==> config.mk <==
export PLATFORM = sky130hd
export DESIGN_NAME = inflight_fetch_queue_flat
export DESIGN_NICKNAME = d
export VERILOG_FILES = /design/src/rtl/inflight_fetch_queue_if.sv /design/src/rtl/inflight_fetch_queue.sv /design/src/flat_wrapper.sv
export SDC_FILE = /design/constraint.sdc
export NUM_CORES = 1
export LEC_CHECK = 0
export ABC_AREA = 1
export BUFFER_PORTS_ARGS = -buffer_cell sky130_fd_sc_hd__buf_2
export CORE_ASPECT_RATIO = 0.8
export CORE_UTILIZATION = 55
export DETAILED_ROUTE_END_ITERATION = 8
export PLACE_DENSITY = 0.83
export RECOVER_POWER = 25
export SKIP_CTS_REPAIR_TIMING = 1
export SYNTH_ARGS = -nofsm -noshare
export SYNTH_HDL_FRONTEND = slang
export SYNTH_SLANG_ARGS = --single-unit
==> constraint.sdc <==
create_clock -name clk -period 36 [get_ports clk]
set_clock_uncertainty 0.05 [all_clocks]
set_input_delay 9 -clock clk [delete_from_list [all_inputs] [get_ports clk]]
set_output_delay 9 -clock clk [all_outputs]
set_load 0.005 [all_outputs]
==> src/rtl/inflight_fetch_queue_if.sv <==
// Handshake and bus bundle for inflight_fetch_queue.
// slave  : queue side (receives enqueue/bus/cancel inputs, drives dequeue/status)
// master : fetch-pipeline side (mirror of slave)
interface inflight_fetch_queue_if #(
  parameter int unsigned DEPTH     = 4,
  parameter int unsigned PAYLOAD_W = 256,
  parameter int unsigned EXC_W     = 5,
  parameter int unsigned NCANCEL   = 3
);
  localparam int unsigned CNT_W = $clog2(DEPTH + 1);

  logic                 enq_valid_i;
  logic                 enq_ready_o;
  logic [PAYLOAD_W-1:0] enq_payload_i;
  logic                 enq_canceled_i;
  logic                 enq_has_exc_i;
  logic [EXC_W-1:0]     enq_exc_code_i;
  logic                 mmu_has_exc_i;
  logic [EXC_W-1:0]     mmu_exc_code_i;
  logic                 mmu_is_refill_i;
  logic [NCANCEL-1:0]   cancel_i;
  logic                 inst_data_ok_i;
  logic                 deq_valid_o;
  logic [PAYLOAD_W-1:0] deq_payload_o;
  logic                 deq_has_exc_o;
  logic [EXC_W-1:0]     deq_exc_code_o;
  logic                 deq_is_refill_o;
  logic [CNT_W-1:0]     count_o;
  logic                 empty_o;
  logic                 full_o;
  logic                 spurious_ok_o;

  modport slave (
    input  enq_valid_i, enq_payload_i, enq_canceled_i, enq_has_exc_i, enq_exc_code_i,
           mmu_has_exc_i, mmu_exc_code_i, mmu_is_refill_i, cancel_i, inst_data_ok_i,
    output enq_ready_o, deq_valid_o, deq_payload_o, deq_has_exc_o, deq_exc_code_o,
           deq_is_refill_o, count_o, empty_o, full_o, spurious_ok_o
  );

  modport master (
    output enq_valid_i, enq_payload_i, enq_canceled_i, enq_has_exc_i, enq_exc_code_i,
           mmu_has_exc_i, mmu_exc_code_i, mmu_is_refill_i, cancel_i, inst_data_ok_i,
    input  enq_ready_o, deq_valid_o, deq_payload_o, deq_has_exc_o, deq_exc_code_o,
           deq_is_refill_o, count_o, empty_o, full_o, spurious_ok_o
  );
endinterface

==> src/rtl/inflight_fetch_queue.sv <==
// In-order tracker for outstanding instruction-fetch requests.
// Holds metadata for up to DEPTH requests; each inst_data_ok pops the oldest.
// Cancels mark every live entry so canceled requests drain without a valid bundle.
// Ports: clk, rst (sync, active-high), bus (inflight_fetch_queue_if.slave):
//   enq_* / mmu_* / cancel_i  request capture, inst_data_ok_i  pop strobe,
//   deq_*  head view, count_o/empty_o/full_o  occupancy, spurious_ok_o  data_ok while empty.
module inflight_fetch_queue #(
  parameter int unsigned DEPTH     = 4,
  parameter int unsigned PAYLOAD_W = 256,
  parameter int unsigned EXC_W     = 5,
  parameter int unsigned NCANCEL   = 3
) (
  input  logic                  clk,
  input  logic                  rst,
  inflight_fetch_queue_if.slave bus
);
  localparam int unsigned PTR_W = $clog2(DEPTH);
  localparam int unsigned CNT_W = $clog2(DEPTH + 1);

  typedef struct packed {
    logic [PAYLOAD_W-1:0] payload;
    logic                 has_exc;
    logic [EXC_W-1:0]     exc_code;
    logic                 is_refill;
  } entry_t;

  entry_t           mem [DEPTH];
  logic [DEPTH-1:0] canceled;
  logic [PTR_W-1:0] rd_ptr;
  logic [PTR_W-1:0] wr_ptr;
  logic [CNT_W-1:0] count;
  logic             spurious_q;

  logic   empty;
  logic   full;
  logic   push;
  logic   pop;
  logic   cancel_any;
  entry_t enq_entry;
  entry_t head;

  // Occupancy and handshake; a same-cycle pop frees a slot when full.
  always_comb begin
    empty       = (count == '0);
    full        = (count == CNT_W'(DEPTH));
    pop         = bus.inst_data_ok_i && !empty;
    bus.enq_ready_o = !full || pop;
    push        = bus.enq_valid_i && bus.enq_ready_o;
    cancel_any  = |bus.cancel_i;
  end

  // Exception merge: upstream exception wins, refill only meaningful for MMU faults.
  always_comb begin
    enq_entry.payload   = bus.enq_payload_i;
    enq_entry.has_exc   = bus.enq_has_exc_i | bus.mmu_has_exc_i;
    enq_entry.exc_code  = bus.enq_has_exc_i ? bus.enq_exc_code_i : bus.mmu_exc_code_i;
    enq_entry.is_refill = bus.mmu_is_refill_i && !bus.enq_has_exc_i;
  end

  // Metadata storage; no reset needed since pointers/count define liveness.
  always_ff @(posedge clk) begin
    if (!rst && push) mem[wr_ptr] <= enq_entry;
  end

  // Pointers, count, cancel bits and spurious pulse.
  always_ff @(posedge clk) begin
    if (rst) begin
      rd_ptr     <= '0;
      wr_ptr     <= '0;
      count      <= '0;
      canceled   <= '0;
      spurious_q <= 1'b0;
    end else begin
      spurious_q <= bus.inst_data_ok_i && empty;
      if (push) wr_ptr <= wr_ptr + PTR_W'(1);
      if (pop)  rd_ptr <= rd_ptr + PTR_W'(1);
      if (push && !pop)      count <= count + CNT_W'(1);
      else if (!push && pop) count <= count - CNT_W'(1);
      for (int i = 0; i < int'(DEPTH); i++) begin
        if (push && (wr_ptr == PTR_W'(i)))
          canceled[i] <= bus.enq_canceled_i | cancel_any;
        else if (cancel_any)
          canceled[i] <= 1'b1;
      end
    end
  end

  // Head view is combinational from storage, forced to zero when empty.
  always_comb begin
    head                = empty ? '0 : mem[rd_ptr];
    bus.deq_valid_o     = pop && !canceled[rd_ptr];
    bus.deq_payload_o   = head.payload;
    bus.deq_has_exc_o   = head.has_exc;
    bus.deq_exc_code_o  = head.exc_code;
    bus.deq_is_refill_o = head.is_refill;
    bus.count_o         = count;
    bus.empty_o         = empty;
    bus.full_o          = full;
    bus.spurious_ok_o   = spurious_q;
  end
endmodule

==> src/flat_wrapper.sv <==
// flat-port wrapper written by rule: the top's interface ports become plain ports
module inflight_fetch_queue_flat 
#(
  parameter int unsigned DEPTH     = 4,
  parameter int unsigned PAYLOAD_W = 256,
  parameter int unsigned EXC_W     = 5,
  parameter int unsigned NCANCEL   = 3
)
  (clk, rst, bus_enq_valid_i, bus_enq_payload_i, bus_enq_canceled_i, bus_enq_has_exc_i, bus_enq_exc_code_i, bus_mmu_has_exc_i, bus_mmu_exc_code_i, bus_mmu_is_refill_i, bus_cancel_i, bus_inst_data_ok_i, bus_enq_ready_o, bus_deq_valid_o, bus_deq_payload_o, bus_deq_has_exc_o, bus_deq_exc_code_o, bus_deq_is_refill_o, bus_count_o, bus_empty_o, bus_full_o, bus_spurious_ok_o);
  inflight_fetch_queue_if #(.DEPTH(DEPTH), .PAYLOAD_W(PAYLOAD_W), .EXC_W(EXC_W), .NCANCEL(NCANCEL)) bus_i ();
  input  logic clk;
  input  logic rst;
  input wire logic [$bits(bus_i.enq_valid_i)-1:0] bus_enq_valid_i;
  input wire logic [$bits(bus_i.enq_payload_i)-1:0] bus_enq_payload_i;
  input wire logic [$bits(bus_i.enq_canceled_i)-1:0] bus_enq_canceled_i;
  input wire logic [$bits(bus_i.enq_has_exc_i)-1:0] bus_enq_has_exc_i;
  input wire logic [$bits(bus_i.enq_exc_code_i)-1:0] bus_enq_exc_code_i;
  input wire logic [$bits(bus_i.mmu_has_exc_i)-1:0] bus_mmu_has_exc_i;
  input wire logic [$bits(bus_i.mmu_exc_code_i)-1:0] bus_mmu_exc_code_i;
  input wire logic [$bits(bus_i.mmu_is_refill_i)-1:0] bus_mmu_is_refill_i;
  input wire logic [$bits(bus_i.cancel_i)-1:0] bus_cancel_i;
  input wire logic [$bits(bus_i.inst_data_ok_i)-1:0] bus_inst_data_ok_i;
  output wire logic [$bits(bus_i.enq_ready_o)-1:0] bus_enq_ready_o;
  output wire logic [$bits(bus_i.deq_valid_o)-1:0] bus_deq_valid_o;
  output wire logic [$bits(bus_i.deq_payload_o)-1:0] bus_deq_payload_o;
  output wire logic [$bits(bus_i.deq_has_exc_o)-1:0] bus_deq_has_exc_o;
  output wire logic [$bits(bus_i.deq_exc_code_o)-1:0] bus_deq_exc_code_o;
  output wire logic [$bits(bus_i.deq_is_refill_o)-1:0] bus_deq_is_refill_o;
  output wire logic [$bits(bus_i.count_o)-1:0] bus_count_o;
  output wire logic [$bits(bus_i.empty_o)-1:0] bus_empty_o;
  output wire logic [$bits(bus_i.full_o)-1:0] bus_full_o;
  output wire logic [$bits(bus_i.spurious_ok_o)-1:0] bus_spurious_ok_o;
  assign bus_i.enq_valid_i = bus_enq_valid_i;
  assign bus_i.enq_payload_i = bus_enq_payload_i;
  assign bus_i.enq_canceled_i = bus_enq_canceled_i;
  assign bus_i.enq_has_exc_i = bus_enq_has_exc_i;
  assign bus_i.enq_exc_code_i = bus_enq_exc_code_i;
  assign bus_i.mmu_has_exc_i = bus_mmu_has_exc_i;
  assign bus_i.mmu_exc_code_i = bus_mmu_exc_code_i;
  assign bus_i.mmu_is_refill_i = bus_mmu_is_refill_i;
  assign bus_i.cancel_i = bus_cancel_i;
  assign bus_i.inst_data_ok_i = bus_inst_data_ok_i;
  assign bus_enq_ready_o = bus_i.enq_ready_o;
  assign bus_deq_valid_o = bus_i.deq_valid_o;
  assign bus_deq_payload_o = bus_i.deq_payload_o;
  assign bus_deq_has_exc_o = bus_i.deq_has_exc_o;
  assign bus_deq_exc_code_o = bus_i.deq_exc_code_o;
  assign bus_deq_is_refill_o = bus_i.deq_is_refill_o;
  assign bus_count_o = bus_i.count_o;
  assign bus_empty_o = bus_i.empty_o;
  assign bus_full_o = bus_i.full_o;
  assign bus_spurious_ok_o = bus_i.spurious_ok_o;
  inflight_fetch_queue #(.DEPTH(DEPTH), .PAYLOAD_W(PAYLOAD_W), .EXC_W(EXC_W), .NCANCEL(NCANCEL)) u_core (.clk(clk), .rst(rst), .bus(bus_i));
endmodule
; ---- Yosys cells after proc, flatten, opt, wreduce, memory -nomap -nowiden
; Memories as Yosys holds them, arrays and structs flattened. A register that Yosys moved wholly into a read port is not among the register bits.
; Index checks and enable logic that the tools add are counted.
[word_totals]
reg_bits = 12
ramBits = 1052
inputBits = 277
output_inout_bits = 271
word_cells = 63
mem_count = 1
[op_classes]
addsub = 4
order_cmp = 1
eq_ne = 4
muxes = 15
n_bitwise = 2
reduce_logical = 28
[mem_list]
columns = memory, depth, word_bits, read_ports, rd_ports_with_merged_regs, write_ports, line_no
row1 = u_core.mem, 4, 263, 1, 1, 1, inflight_fetch_queue.sv:27  ; entry_t mem [DEPTH];
[ops]
columns = op, n
row1 = 263-bit 2-to-1 mux, 1
row2 = 1-bit logical AND, 12
row3 = 2-bit nonzero test, 5
row4 = 1-bit 2-to-1 mux, 8
row5 = 1-bit logical NOT, 7
row6 = 3-bit 2-to-1 mux, 2
row7 = 5-bit 2-to-1 mux, 1
row8 = "2-bit by 1-bit adder with 2-bit output, second input constant", 2
row9 = "2-bit == test, second input constant", 2
row10 = 2-bit 2-to-1 mux, 2
row11 = "3-bit by 1-bit adder with 3-bit output, second input constant", 1
row12 = "3-bit == test, second input constant", 1
row13 = 3-bit logical NOT, 1
row14 = "2-bit by 3-bit < comparator with 1-bit output, second input constant", 1
row15 = 3-bit OR reduction, 1
row16 = "3-bit by 1-bit subtractor with 3-bit output, second input constant", 1
row17 = 1-bit binary-select mux with 2-bit select, 1
row18 = "2-bit by 1-bit == test with 1-bit output, second input constant", 1
row19 = 2-bit logical NOT, 1
row20 = 1-bit bitwise OR, 2
row21 = 1-bit logical OR, 1

; ---- Longest topological paths before layout
[depth]
word_depth = 9
ltp_mapped = 12
mapped_depth_nobuf = 12

; ---- Worst setup path before layout
; No wires, ideal clock.
[synth_timing]
kind = input-to-reg
start = input bus_inst_data_ok_i
end = memory u_core.mem[0][0] (netlist bit) (enable)
setup_ps = 891
t_arrival_ps = 20414
t_required_ps = 35059
slack_ps = 14645
cell_stages = 6
n_path_buf = 0
path_cell_list = inv_1 -> nand3_1 -> nand2_1 -> inv_1 -> nand2_1 -> nor2_1
[synth_between]
elab_chain_len = 6
[synth_rtl]
columns = item, line_no
row1 = start: declaration, flat_wrapper.sv:22  ; input wire logic [$bits(bus_i.inst_data_ok_i)-1:0] bus_inst_data_ok_i;
row2 = 1-bit logical AND, inflight_fetch_queue.sv:46  ; pop = bus.inst_data_ok_i && !empty;
row3 = 1-bit logical OR, inflight_fetch_queue.sv:47  ; bus.enq_ready_o = !full || pop;
row4 = named net bus_enq_ready_o, flat_wrapper.sv:23  ; output wire logic [$bits(bus_i.enq_ready_o)-1:0] bus_enq_ready_o;
row5 = 1-bit logical AND, inflight_fetch_queue.sv:48  ; push = bus.enq_valid_i && bus.enq_ready_o;
row6 = 1-bit logical AND, inflight_fetch_queue.sv:62  ; if (!rst && push) mem[wr_ptr] <= enq_entry;
row7 = 1-bit 2-to-1 mux, inflight_fetch_queue.sv:62
row8 = 1-bit 2-to-1 mux (implied by the code), inflight_fetch_queue.sv:62
row9 = end: declaration, inflight_fetch_queue.sv:27
; The timed path passes the listed nets, and every way through them passes these cells.

; ---- Final worst setup path
[layout_timing]
start = input bus_inst_data_ok_i
end = output bus_deq_valid_o
[layout_between]
elab_chain_len = 2
[layout_rtl]
columns = item, line_no
row1 = 1-bit logical AND, inflight_fetch_queue.sv:46
row2 = 1-bit logical AND, inflight_fetch_queue.sv:91  ; bus.deq_valid_o = pop && !canceled[rd_ptr];
row3 = end: declaration, flat_wrapper.sv:24  ; output wire logic [$bits(bus_i.deq_valid_o)-1:0] bus_deq_valid_o;
; No other way between the ends.

==> run metrics <==
num rows=89; die area=76300 um^2; register area=31900 um^2; final-layout fill cell count=5139; synthesized cell area=41300 um^2; total power=3.28 mW; Hold Path Class=flop to flop; final WL=94200 um; Relative slew margins=0.119; average cell area after synthesis=12.8 um^2; DRT antenna net count=0; final setup fails=0; largest cells by area after synthesis=edfxtp_1 (76%), nor2_1 (9.7%), o21ai_0 (3.5%); total grt overflow=0; flop2flop setup slack=31.85 ns; DR vias=26601; GPL Wtd Cong=0.769; drt via density=5.56; GRT Util Overall=0.238; Pre-antenna DRT Iters=6; Setup crit start kind=input pin; slowest CP cell=a21oi_1; #FFs+latches synth=1066; largest net degree at the start of global routing=219; fin crit share=0.530; Peak Freq=0.0525 GHz; clk buf depth=3; Syn Nets=3501; Syn Inst Count=3218; VDD IR max=0.0540 mV; final core occ=0.642; Synth top area share=0.764; sequential share of the synthesized area=0.771; wire length of the first global-routing pass=139000 um; htree depth=3; CTS tree=done; outcome=finished clean; RSZ-0062 raised after global routing=false; distinct cell type count after synthesis=22; DR DRC count=0; Synth warnings=0; worst-path cell chain=buf_2 > inv_1 > nor2_1 > inv_1 > a21oi_1 > buf_2; crit-path max cell delay=0.33 ns; Skew-Pair Late Insertion Delay=0.64 ns; CTS root buf=clkbuf_16; crit path kind=input pin to output pin; DRT iter0 DRCs=2696; routed len/inst=19.7 um; clk slew on worst S/H paths=0.06 ns; hpwl dp=50200 um; Hold WS=0.483 ns; CP max FO=4; worst endpoint data arrival time=10.02 ns; Layout Cells excl Fill=4788; IO buf count=547; Crit. End Element=output pin; Pleak=16.6 nW; Area Overhead vs Synth=15.0%; Post-layout nets=3973; core footprint=74100 um^2; vias in the first global route=25302; Max Cap Viol=0; CTS buffer count=99; Final Max Tran Viols=0; Post-Place Cells=4590; clock sinks=1066; worst slew pin tran=1.32 ns; Initial Utilization=0.558; final-report hold violation count=0; share of layout cells above drive strength 1=0.149; setup TNS=0 ns; io pins=548; Die Width=309 um; WP data required=26.95 ns; post-synth top area cell=edfxtp_1; Multi-input gate area=8350 um^2; Die Y=247 um; final critical-path required period=19.07 ns; PD cells=69.1 nW/um^2; initial antenna violation count=27
## final timing paths
path	start	end	depth (start not counted)
min reg2reg	u_core.bus.count_o[1]	u_core.bus.count_o[1]	2
max	bus_inst_data_ok_i	bus_deq_valid_o	6
max reg2reg	u_core.bus.count_o[0]	u_core.mem[1][140]	8
min	u_core.bus.count_o[1]	u_core.bus.count_o[1]	2
## metal layers
layer	GRT usage	wire, um	vias up
met5	0	156	-
met4	0.0931	2870	22
met3	0.0714	9490	208
met2	0.402	47700	1274
met1	0.287	34000	12687
li1	-	-	12410
## logic make-up (layout without fill, tap and decap cells)
| logic type | after synthesis | count (layout) | share of synthesized area |
|---|---|---|---|
| other cells | 0 | 17 | 0 |
| compound gates | 803 | 803 | 0.0972 |
| xor+xnor | 1 | 1 | 0.000212 |
| buf+inv | 226 | 778 | 0.0278 |
| simple gates | 1116 | 1116 | 0.102 |
| fa+ha+maj | 6 | 6 | 0.00200 |
| flops | 1066 | 1066 | 0.771 |
## where the power goes
group | switching (mW) | internal (mW)
combinational | 0.561 | 0.267
clock | 0.439 | 0.566
sequential | 0.0246 | 1.43
## registers in the layout, indices dropped and copies added, names as in the netlist, named ones only
register	count
u_core.bus.count_o	3
u_core.bus.spurious_ok_o	1
u_core.canceled	4
u_core.mem	1052
u_core.rd_ptr	2
u_core.wr_ptr	2
## synth_stat cells, drive strengths merged
master / count
nor2: 1068
edfxtp: 1052
o21ai: 532
a21oi: 271
buf: 120
clkbuf: 85
nand2: 35
inv: 20
dfxtp: 14
nand3: 7
ha: 5
nand4: 2
nor3: 2
or2: 2
clkinv: 1
fa: 1
xor2: 1
## worst max-delay path, delay by kind of cell
family          cells  cell delay, ns
buf+inv             4            0.51
simple gates        1            0.17
compound gates      1            0.33
## cells in the final DEF (no fill, tap or decap), drive strengths merged
cell type / netlist / layout
nand2: 35 / 35
diode: 0 / 17
inv: 20 / 25
nor2: 1068 / 1068
clkinv: 1 / 46
or2: 2 / 2
bufinv: 0 / 7
edfxtp: 1052 / 1052
clkbuf: 85 / 286
dfxtp: 14 / 14
clkinvlp: 0 / 6
o21ai: 532 / 532
ha: 5 / 5
nand4: 2 / 2
nor3: 2 / 2
a21oi: 271 / 271
fa: 1 / 1
xor2: 1 / 1
nand3: 7 / 7
buf: 120 / 408
## final cells by class
type,count,share of cell area
clock inverter,63,0.0114
timing repair buffer,576,0.0583
inverter,21,0.00213
tap,1001,0.0264
multi-input combinational,1926,0.176
clock buffer,118,0.0545
sequential,1066,0.671
antenna,17,0.000895
## through the flow
step	area (um^2)	setup slack [ns]
5_1_grt	47500	16.90
4_1_cts	47700	16.99
3_3_place_gp	44600	16.94
3_5_place_dp	44600	17.00
2_1_floorplan	41300	14.64
6_report	47500	16.93
(Power assumes the default switching activity.)
